## src/rtl/pattern_pkg.sv

```systemverilog
// Shared constants for the VGA test-pattern source: palette, mode codes, stripe/band geometry.
// Also holds the divider-free band index helper used by the pattern mux.
package pattern_pkg;

    localparam logic [23:0] P0 = 24'hFF0000;
    localparam logic [23:0] P1 = 24'h00FF00;
    localparam logic [23:0] P2 = 24'h0000FF;
    localparam logic [23:0] P3 = 24'hFFFF00;
    localparam logic [23:0] P4 = 24'h00FFFF;
    localparam logic [23:0] P5 = 24'hFF00FF;
    localparam logic [23:0] P6 = 24'hFFFFFF;
    localparam logic [23:0] P7 = 24'h000000;

    localparam logic [1:0] MODE_VBAR   = 2'd0;
    localparam logic [1:0] MODE_HBAND  = 2'd1;
    localparam logic [1:0] MODE_CHECK  = 2'd2;
    localparam logic [1:0] MODE_SCROLL = 2'd3;

    localparam int STRIPE_W = 80;
    localparam int BAND_W   = 60;

    localparam logic [10:0] VBAR_SPLIT0 = 11'd200;
    localparam logic [10:0] VBAR_SPLIT1 = 11'd400;

    function automatic logic [23:0] palette(input logic [2:0] idx);
        case (idx)
            3'd0:    palette = P0;
            3'd1:    palette = P1;
            3'd2:    palette = P2;
            3'd3:    palette = P3;
            3'd4:    palette = P4;
            3'd5:    palette = P5;
            3'd6:    palette = P6;
            default: palette = P7;
        endcase
    endfunction

    // x / w for x < 8*w, built as a chain of constant compares
    function automatic logic [2:0] band_index(input logic [10:0] x, input int w);
        band_index = 3'd0;
        for (int i = 1; i < 8; i++) begin
            if (x >= 11'(i * w)) band_index = 3'(i);
        end
    endfunction

endpackage

```

## src/rtl/key_debounce.sv

```systemverilog
// Push-button conditioner: 2-flop synchronizer, stability counter, rising-edge pulse.
// press fires 2 + DEBOUNCE cycles after a stable key change; no backpressure.
module key_debounce #(
    parameter int DEBOUNCE = 250000
) (
    input  logic clk,
    input  logic reset,
    input  logic key,
    output logic press
);
    localparam int CW = $clog2(DEBOUNCE + 1);

    logic          sync1;
    logic          sync2;
    logic          level;
    logic          level_q;
    logic [CW-1:0] cnt;

    always_ff @(posedge clk or posedge reset) begin
        if (reset) begin
            sync1   <= 1'b0;
            sync2   <= 1'b0;
            level   <= 1'b0;
            level_q <= 1'b0;
            cnt     <= '0;
        end else begin
            sync1   <= key;
            sync2   <= sync1;
            level_q <= level;
            // any sample agreeing with the current level restarts the stability count
            if (sync2 == level) begin
                cnt <= '0;
            end else if (cnt == CW'(DEBOUNCE - 1)) begin
                level <= sync2;
                cnt   <= '0;
            end else begin
                cnt <= cnt + CW'(1);
            end
        end
    end

    assign press = level & ~level_q;

endmodule

```

## src/rtl/pattern_gen.sv

```systemverilog
// Animated VGA test-pattern source: four patterns, button-advanced at frame boundaries.
// data is registered 1 clk after h_addr/v_addr; free-running, no backpressure.
module pattern_gen
    import pattern_pkg::*;
#(
    parameter int H_ACTIVE = 640,
    parameter int V_ACTIVE = 480,
    parameter int SPEED    = 4,
    parameter int DEBOUNCE = 250000
) (
    input  logic        clk,
    input  logic        reset,
    input  logic [9:0]  h_addr,
    input  logic [9:0]  v_addr,
    input  logic        key,
    output logic [23:0] data,
    output logic [1:0]  mode,
    output logic        frame_tick
);
    localparam logic [10:0] H_MAX = 11'(H_ACTIVE);
    localparam logic [10:0] V_MAX = 11'(V_ACTIVE);
    localparam logic [10:0] STEP  = 11'(SPEED);

    logic        press;
    logic        pending;
    logic [9:0]  ofs;
    logic        at_end;
    logic        at_end_q;
    logic        eof;
    logic [10:0] h_w;
    logic [10:0] v_w;
    logic [10:0] ofs_sum;
    logic [10:0] ofs_next;
    logic [10:0] scroll_sum;
    logic [10:0] scroll_pos;
    logic [23:0] pixel;

    key_debounce #(.DEBOUNCE(DEBOUNCE)) u_key (
        .clk   (clk),
        .reset (reset),
        .key   (key),
        .press (press)
    );

    assign h_w = {1'b0, h_addr};
    assign v_w = {1'b0, v_addr};

    // a controller parked on the last pixel must not retrigger every cycle
    assign at_end = (h_w == H_MAX - 11'd1) && (v_w == V_MAX - 11'd1);
    assign eof    = at_end & ~at_end_q;

    assign ofs_sum  = {1'b0, ofs} + STEP;
    assign ofs_next = (ofs_sum >= H_MAX) ? ofs_sum - H_MAX : ofs_sum;

    assign scroll_sum = h_w + {1'b0, ofs};
    assign scroll_pos = (scroll_sum >= H_MAX) ? scroll_sum - H_MAX : scroll_sum;

    always_comb begin
        pixel = P7;
        if (h_w < H_MAX && v_w < V_MAX) begin
            case (mode)
                MODE_VBAR: begin
                    if (h_w <= VBAR_SPLIT0)      pixel = P0;
                    else if (h_w <= VBAR_SPLIT1) pixel = P1;
                    else                         pixel = P2;
                end
                MODE_HBAND: pixel = palette(band_index(v_w, BAND_W));
                MODE_CHECK: pixel = (h_addr[5] ^ v_addr[5]) ? P6 : P7;
                default:    pixel = palette(band_index(scroll_pos, STRIPE_W));
            endcase
        end
    end

    always_ff @(posedge clk or posedge reset) begin
        if (reset) begin
            data       <= '0;
            mode       <= MODE_VBAR;
            frame_tick <= 1'b0;
            ofs        <= '0;
            pending    <= 1'b0;
            at_end_q   <= 1'b0;
        end else begin
            data       <= pixel;
            frame_tick <= eof;
            at_end_q   <= at_end;
            // a press landing on the consuming eof re-arms the request for the next frame
            pending    <= press | (pending & ~eof);
            if (eof) begin
                if (pending) begin
                    mode <= mode + 2'd1;
                    ofs  <= '0;
                end else if (mode == MODE_SCROLL) begin
                    ofs <= ofs_next[9:0];
                end
            end
        end
    end

endmodule

```

## config.mk

```make
export PLATFORM = sky130hd
export DESIGN_NAME = pattern_gen
export DESIGN_NICKNAME = d
export VERILOG_FILES = /design/src/rtl/pattern_pkg.sv /design/src/rtl/key_debounce.sv /design/src/rtl/pattern_gen.sv
export SDC_FILE = /design/constraint.sdc
export NUM_CORES = 1
export LEC_CHECK = 0
export CELL_PAD_IN_SITES_DETAIL_PLACEMENT = 1
export CELL_PAD_IN_SITES_GLOBAL_PLACEMENT = 2
export CORE_UTILIZATION = 36
export DETAILED_ROUTE_END_ITERATION = 16
export PLACE_DENSITY_LB_ADDON = 0.1
export SKIP_CTS_REPAIR_TIMING = 1
export SKIP_LAST_GASP = 1
export SLEW_MARGIN = 10
export SYNTH_ARGS = -nofsm -noshare
export SYNTH_HDL_FRONTEND = slang
export SYNTH_SLANG_ARGS = --single-unit
```

## constraint.sdc

```tcl
create_clock -name clk -period 8.12 [get_ports clk]
set_clock_uncertainty 0.05 [all_clocks]
set_input_delay 1.624 -clock clk [delete_from_list [all_inputs] [get_ports clk]]
set_output_delay 1.624 -clock clk [all_outputs]
set_load 0.1 [all_outputs]
```

# == After elaboration in Yosys (flattened, before gate mapping) ==
# Cells that the tools add are included.
# word_totals
regBits,61
latchBits,0
ram_bits,0
romBits,0
inputBits,23
out_inout_bits,27
elab_cells,106
mem_count,0
# op_classes
n_addsub,6
n_mul,0
div,0
n_lt_le_gt_ge,20
eq_ne,19
n_shift,0
muxes,31
n_bitwise,9
n_reduce_logical,10
# ops
cell,n
one-hot mux 24 bit (7 select lines),2
two-way mux 24 bit,3
one-hot mux 24 bit (3 select lines),1
two-way mux 3 bit,16
two-way mux 18 bit,2
>= comparator 11 x 10 -> 1 bit (second input constant),3
>= comparator 11 x 9 -> 1 bit (second input constant),3
>= comparator 10 x 9 -> 1 bit (second input constant),3
two-way mux 10 bit,3
>= comparator 11 x 8 -> 1 bit (second input constant),2
>= comparator 10 x 8 -> 1 bit (second input constant),2
adder 18 x 1 -> 18 bit (second input constant),1
== test 18 bit (second input constant),1
== test 3 bit (second input constant),6
two-way mux 16 bit,1
== test 3 x 2 -> 1 bit (second input constant),4
adder 10 x 10 -> 11 bit,1
adder 10 x 3 -> 11 bit (second input constant),1
>= comparator 11 x 7 -> 1 bit (second input constant),1
two-way mux 11 bit,1
subtractor 11 x 10 -> 11 bit (second input constant),1
== test 10 bit (second input constant),1
== test 10 x 9 -> 1 bit (second input constant),1
>= comparator 10 x 6 -> 1 bit (second input constant),1
22 further kinds,34

# == Logic depth before layout (Yosys ltp) ==
# Gate-level depths: netlist of run 1.
# depth
depth_word,17
ltp_mapped,15
ltp_nobuf,14

# == Modules after synthesis ==
# From an unflattened synthesis of run 1, not the netlist that was laid out.
# hier_totals
cells_unflattened,424
hier_area_um2,3505.9
# modules_own_cells
module,instances,cells_each,area_per_inst_um2,seq_area_each_um2
pattern_gen,1,318,2418.6,400.4
key_debounce,1,106,1087.3,550.5

# == Least setup slack after synthesis of run 1 ==
# OpenSTA, ideal clock, no wires.
# synth_path
path_kind,input to register
startpoint,input h_addr[6]
endpoint,register data[22]
setup_ns,0.126
t_arrival_ns,5.111
required_ns,7.944
path_slack_ns,2.833
stages,15
n_path_buf,1
path_cell_list,ha_1 > buf_6 > and3_4 > a221oi_2 > xnor2_2 > clkinv_1 > ha_1 > or4_1 > o22ai_1 > o31ai_2 > o311a_2 > and4_1 > or4_4 > a211oi_2 > nor3_2
# synth_between
elab_chain_cells,17
word_cells_on_any_way,34
classes_between,2 x add/sub; 10 x order compare; 6 x eq/ne; 14 x mux; 2 x reduce/logical
# synth_rtl
item,line_no,source
"start, declared",pattern_gen.sv:13,"input logic [9:0] h_addr,"
adder 10 x 10 -> 11 bit,pattern_gen.sv:55,"assign scroll_sum = h_w + {1'b0, ofs};"
subtractor 11 x 10 -> 11 bit / >= comparator 11 x 10 -> 1 bit (equally long branches),pattern_gen.sv:56,assign scroll_pos = (scroll_sum >= H_MAX) ? scroll_sum - H_MAX : scroll_sum;
two-way mux 11 bit,pattern_gen.sv:56,
>= comparator 11 x 7 -> 1 bit,pattern_pkg.sv:42,if (x >= 11'(i * w)) band_index = 3'(i);
two-way mux 1 bit,pattern_pkg.sv:42,
two-way mux 3 bit (6 in series),pattern_pkg.sv:42,
two-way mux 3 bit,pattern_gen.sv:61,case (mode)
two-way mux 3 bit,pattern_gen.sv:60,if (h_w < H_MAX && v_w < V_MAX) begin
== test 3 bit (tied with other cells),pattern_pkg.sv:26,case (idx)
one-hot mux 24 bit (7 select lines),pattern_pkg.sv:26,
one-hot mux 24 bit (3 select lines),pattern_gen.sv:61,
two-way mux 24 bit *,pattern_gen.sv:60,
"end signal, assigned",pattern_gen.sv:83,data <= pixel;
"end, declared",pattern_gen.sv:16,"output logic [23:0] data,"
# Every way passes the cells marked *; elsewhere a longest branch is shown, timed or not. The select of a mux whose other input is x is not followed.
# A chain may end at the register's enable or synchronous reset.

# == Worst setup path after layout of run 1 ==
# layout_path
startpoint,input h_addr[5]
endpoint,register data[22]
# The elaborated chain is that of the path after synthesis.

==> run metrics, run 1 <==
Final Power=483 uW; total core area=9150 sq um; commonest non-fill, non-tap cell in the layout=clkdlybuf4s50_1; crit path launch type=primary input; clock buffer depth=2; ys flop type=dfrtp_1; First-pass DRT Iterations=4; Diodes inserted=0; first-pass GRT wire length=15,200 um; Die H=98.9 um; grt ovf=0; Area Overhead vs Synth=15.2%; Yosys top cell area share=28.1%; clock transition at the registers of the reported paths=0.08 ns; switching part of the total=31.5%; vias post-DR=3,005; Post-Syn Area=3380 sq um; setup violators final=0; fill count=1,083; Worst slew margin=34.7%; Seq/Total Area, Yosys=28.1%; Gate Count Post-Synth=401; num rows=35; Die Wd=98.9 um; I/O Buffers=49; clk sinks=38; Max-Cap Viols=0; vias per std cell=5.63; Avg WL per Cell=16.6 um; Synth cell types=78; antenna violations before repair=0; DRT iter0 DRCs=63; endpoint class of the critical path=register; number of synthesized flops with an enable pin=0; DRC=0; total track usage=19.2%; total clock buffers created by CTS=5; biggest area consumer among synthesized cells=dfrtp_1; Clock Latency Late Sink=0.29 ns; measured slew at the worst slew-check pin=0.977 ns; Crit Path Max Fanout=15; status=finished clean; placed cell area=3780 sq um; commonest cells after routing, fill and taps aside=clkdlybuf4s50_1, nor2_1, dfrtp_1; pwr dens=124 nW/um^2; die area=9790 sq um; Critical Path AT=6.15 ns; Final Critical Period=6.02 ns; HP Class=register to register; Final Hold Vio Count=0; FMAX=0.166 GHz; vias in the first global route=3,031; Ys Warns=0; clk root buf=clkbuf_8; nets=463; Final Routed Wirelength=8860 um; Antenna Nets Post-Route=0; Flop pwr share=40.1%; Synthesized Nets=441; RSZ-0062 raised after global routing=false; fin. max-slew vios=0; I/O pin count=50; Yosys reg bits=38; HPWL Detailed=6820 um; static leakage=0.00160 uW; layout cells sized above 1=8.27%; fraction of registers with async set/reset=100%; clock power share=34.1%; WP data required=8.24 ns; CP Class=primary input to register; GPL Wtd Cong=0.788; synth top area cells=dfrtp_1, ha_1, nor2_1; Peak VDD IR=0.0846 mV; P_int=331 uW; sw power=152 uW; final instance area=3900 sq um; H-tree depth=2; Starting Density=37.0%; CTS tree=done; Avg Inst Size Synth=8.43 sq um; Setup TNS Final=0 ns; fin crit share=74.2%; largest net degree at the start of global routing=39; Logic pwr share=25.8%
-- cells by family (layout without fill, tap and decap cells) --
kind of cell | Yosys count | in the layout | share of synthesized area, %
compound gates | 102 | 102 | 23.5
xor+xnor | 26 | 26 | 6.96
fa+ha+maj | 18 | 18 | 6.59
buf+inv | 52 | 74 | 8.80
flops | 38 | 38 | 28.1
mux | 6 | 6 | 1.85
simple gates | 159 | 159 | 24.2
-- critical path, cell delays in order --
cell             delay (ns)
clkdlybuf4s50_1        0.52
ha_1                   0.54
and3_4                 0.29
a221oi_2               0.44
xnor2_2                0.18
clkinv_1               0.24
ha_1                   0.35
or4_1                  0.51
o22ai_1                0.27
o31ai_2                0.10
o311a_2                0.16
and4_1                 0.21
or4_4                  0.42
a211oi_2               0.22
nor3_2                 0.06
-- worst paths after layout --
check | cells after the start | endpoint | slack, ns | startpoint
worst max-delay path | 15 | data[22] | 2.10 | h_addr[5]
worst min-delay path | 0 | u_key.sync2 | 0.32 | u_key.sync1
worst max register to register | 14 | data[22] | 3.54 | ofs[5]
worst min register to register | 0 | u_key.sync2 | 0.32 | u_key.sync1
max in group asynchronous | 3 | pending | 5.96 | reset
min in group asynchronous | 3 | ofs[5] | 1.70 | reset
-- Yosys cell counts, types with 4 or more instances --
cell type	n
nor2_1	43
dfrtp_1	38
nand2_1	36
buf_4	21
o21ai_0	20
ha_1	17
inv_1	16
nand3_1	14
xnor2_1	13
a21oi_1	12
xor2_1	12
clkbuf_1	10
and3_1	9
nor3_1	8
nand2b_1	6
nand4_1	6
o31ai_1	6
a211oi_1	5
nor4_1	5
a31oi_1	4
and2_1	4
mux2i_1	4
nor2b_1	4
or3_1	4
-- registers in the layout, indices dropped and copies added, names as in the netlist, 2 cells and up --
name and flops:
data 3, u_key.cnt 18, ofs 8, mode 2
-- cell type report --
| cell class | count | area, sq um | share of cell area [%] |
|---|---|---|---|
| Tap cell | 111 | 139 | 3.56 |
| Multi-Input combinational cell | 311 | 2130 | 54.7 |
| Inverter | 17 | 63.8 | 1.64 |
| Timing Repair Buffer | 50 | 498 | 12.8 |
| Clock buffer | 6 | 82.6 | 2.12 |
| Clock inverter | 1 | 30.0 | 0.770 |
| Sequential cell | 38 | 951 | 24.4 |
-- power groups by stage --
stage / clock network (uW) / registers, uW / logic (uW)
floorplan: 0 / 202 / 90.1
global placement: 0 / 197 / 124
detailed placement: 0 / 198 / 125
CTS: 173 / 194 / 125
global route: 178 / 194 / 134
finish: 165 / 194 / 125
-- stage by stage --
stage	instances	util, %	setup slack, ns	hold WS [ns]
final	534	42.6	2.10	0.319
after global routing	534	42.6	1.86	0.341
after CTS	534	42.6	2.14	0.327
after detailed placement	527	41.4	1.82	0.300
after global placement	527	41.4	1.91	0.284
after floorplan	401	-	2.83	0.281
-- routing by layer --
layer  track usage (%)  wire length (um)  vias to the layer above
li1                  -                 -                     1493
met4              5.05               146                        0
met5                 0                 0                        -
met1              26.5              4420                     1468
met3              2.20               153                       10
met2              31.8              4140                       34
Power figures use the tool's default switching activity.
==> run 2: changes to the inputs <==
CORE_UTILIZATION = 33   (was 36)
clock period = 6 ns   (was 8.12 ns; I/O delays follow)
==> run 2 against run 1 <==
Effect of this change:
- sequential power is 35% higher
- non-clock buffer count is 2 higher
- die area is 8.9% higher
- utilization is 2.8 points lower
- largest cell class unchanged
- highest routed layer unchanged
==> run metrics, run 2 (synthesis results as in run 1) <==
status=finished clean (unchanged); clock buffer depth=2 (unchanged); CTS tree=done (unchanged); Crit Path Max Fanout=8 (was 15); Die H=103 um (was 98.9 um); clock transition at the registers of the reported paths=0.08 ns (about the same); DRC=0 (unchanged); P_int=408 uW (was 331 uW); Final Routed Wirelength=8960 um (was 8860 um); Setup TNS Final=0 ns (unchanged); vias per std cell=5.42 (was 5.63); clk root buf=clkbuf_8 (unchanged); Multi-input gate area=2130 sq um (unchanged); antenna violations before repair=0 (unchanged); HPWL Detailed=6940 um (was 6820 um); Critical Path AT=5.47 ns (was 6.15 ns); I/O pin count=50 (unchanged); crit path launch type=primary input (unchanged); Top Registers=u_key.cnt x18, ofs x8, data x3 (unchanged); fill count=1,184 (was 1,083); Antenna Nets Post-Route=0 (unchanged); fin crit share=89.0%; HP Class=register to register (unchanged); Area Overhead vs Synth=16.0% (was 15.2%); WP data required=6.13 ns (was 8.24 ns); Final Critical Period=5.34 ns; First-pass DRT Iterations=4 (unchanged); fin. max-slew vios=0 (unchanged); total core area=9860 sq um (was 9150 sq um); measured slew at the worst slew-check pin=0.981 ns (was 0.977 ns); Avg WL per Cell=16.0 um (was 16.6 um); Final Hold Vio Count=0 (unchanged); commonest cells after routing, fill and taps aside=clkdlybuf4s50_1, nor2_1, dfrtp_1 (unchanged); number of flip-flops in the largest register=18 (unchanged); GPL Wtd Cong=0.832 (was 0.788); largest net degree at the start of global routing=39 (unchanged); I/O Buffers=49 (unchanged); switching part of the total=34.7% (was 31.5%); Max-Cap Viols=0 (unchanged); die area=10,700 sq um (was 9790 sq um); Clock Latency Late Sink=0.29 ns (about the same); commonest non-fill, non-tap cell in the layout=clkdlybuf4s50_1 (unchanged); endpoint class of the critical path=register (unchanged); Largest Register=u_key.cnt (unchanged); clock power share=30.8% (was 34.1%); static leakage=0.00160 uW (about the same); layout cells sized above 1=8.92% (was 8.27%); CP Class=primary input to register (unchanged); total track usage=17.8% (was 19.2%); grt ovf=0 (unchanged); Diodes inserted=0 (unchanged); Logic pwr share=27.2% (was 25.8%); H-tree depth=2 (unchanged); vias post-DR=3,032 (was 3,005); Peak VDD IR=0.116 mV (was 0.0846 mV); Die Wd=103 um (was 98.9 um); Flop pwr share=41.9% (was 40.1%); total clock buffers created by CTS=5 (unchanged); num rows=36 (was 35); Worst Setup Slack, final=0.658 ns (was 2.10 ns); Worst slew margin=34.4% (was 34.7%); Place WS=0.357 ns (was 1.82 ns); first-pass GRT wire length=14,900 um (was 15,200 um); R2R setup slack=1.67 ns (was 3.54 ns); vias in the first global route=2,914 (was 3,031); RSZ-0062 raised after global routing=false (unchanged); FMAX=0.187 GHz; Starting Density=34.3% (was 37.0%); WHS=0.306 ns (was 0.319 ns); setup violators final=0 (unchanged); DRT iter0 DRCs=57 (was 63); pwr dens=159 nW/um^2 (was 124 nW/um^2); clk sinks=38 (unchanged); register area=951 sq um (unchanged); sw power=217 uW (was 152 uW); nets=465 (was 463)
-- run 2: final cells by class --
type,instances,area share [%]
clock buffer,6,2.11
clock inverter,2,0.319
inverter,17,1.63
multi-input combinational,311,54.4
sequential,38,24.2
tap,133,4.24
timing repair buffer,52,13.1
-- run 2: metrics by stage --
| stage | area, sq um | utilization (%) | total power, uW | cells |
|---|---|---|---|---|
| after floorplan | 3380 | - | 395 | 401 |
| after global placement | 3830 | 38.8 | 436 | 551 |
| after detailed placement | 3830 | 38.8 | 438 | 551 |
| after CTS | 3920 | 39.8 | 635 | 559 |
| after global routing | 3920 | 39.8 | 657 | 559 |
| final | 3920 | 39.8 | 625 | 559 |
-- run 2: path summary, 6_finish.rpt --
path                             start       endpoint  depth (start not counted)
max                          h_addr[5]       data[22]                         15
min in group asynchronous        reset         ofs[7]                          3
min reg2reg                u_key.sync1    u_key.sync2                          0
max in group asynchronous        reset  u_key.cnt[14]                          3
max reg2reg                     ofs[5]       data[22]                         14
min                        u_key.sync1    u_key.sync2                          0
-- run 2: power groups by stage --
stage / sequential (uW) / combinational (uW) / clock (uW)
floorplan: 273 / 122 / 0
global placement: 267 / 169 / 0
detailed placement: 267 / 170 / 0
CTS: 262 / 171 / 202
global route: 263 / 183 / 211
finish: 262 / 170 / 192
-- run 2: critical path, cell delays in order --
cell             delay (ns)
clkdlybuf4s50_1        0.52
ha_1                   0.46
and3_4                 0.25
a22o_4                 0.29
o31ai_1                0.27
nand2_1                0.20
ha_1                   0.32
or4_1                  0.52
o22ai_1                0.26
o31ai_2                0.10
o311a_2                0.16
and4_1                 0.21
or4_4                  0.42
a211oi_2               0.22
nor3_2                 0.06
-- run 2: routing by layer --
metal / vias to the layer above / GRT usage [%] / share of wire, %
li1: 1504 / - / -
met1: 1486 / 26.0 / 52
met2: 36 / 28.5 / 45
met3: 6 / 2.08 / 2.0
met4: 0 / 3.25 / 0.80
met5: - / 0 / 0
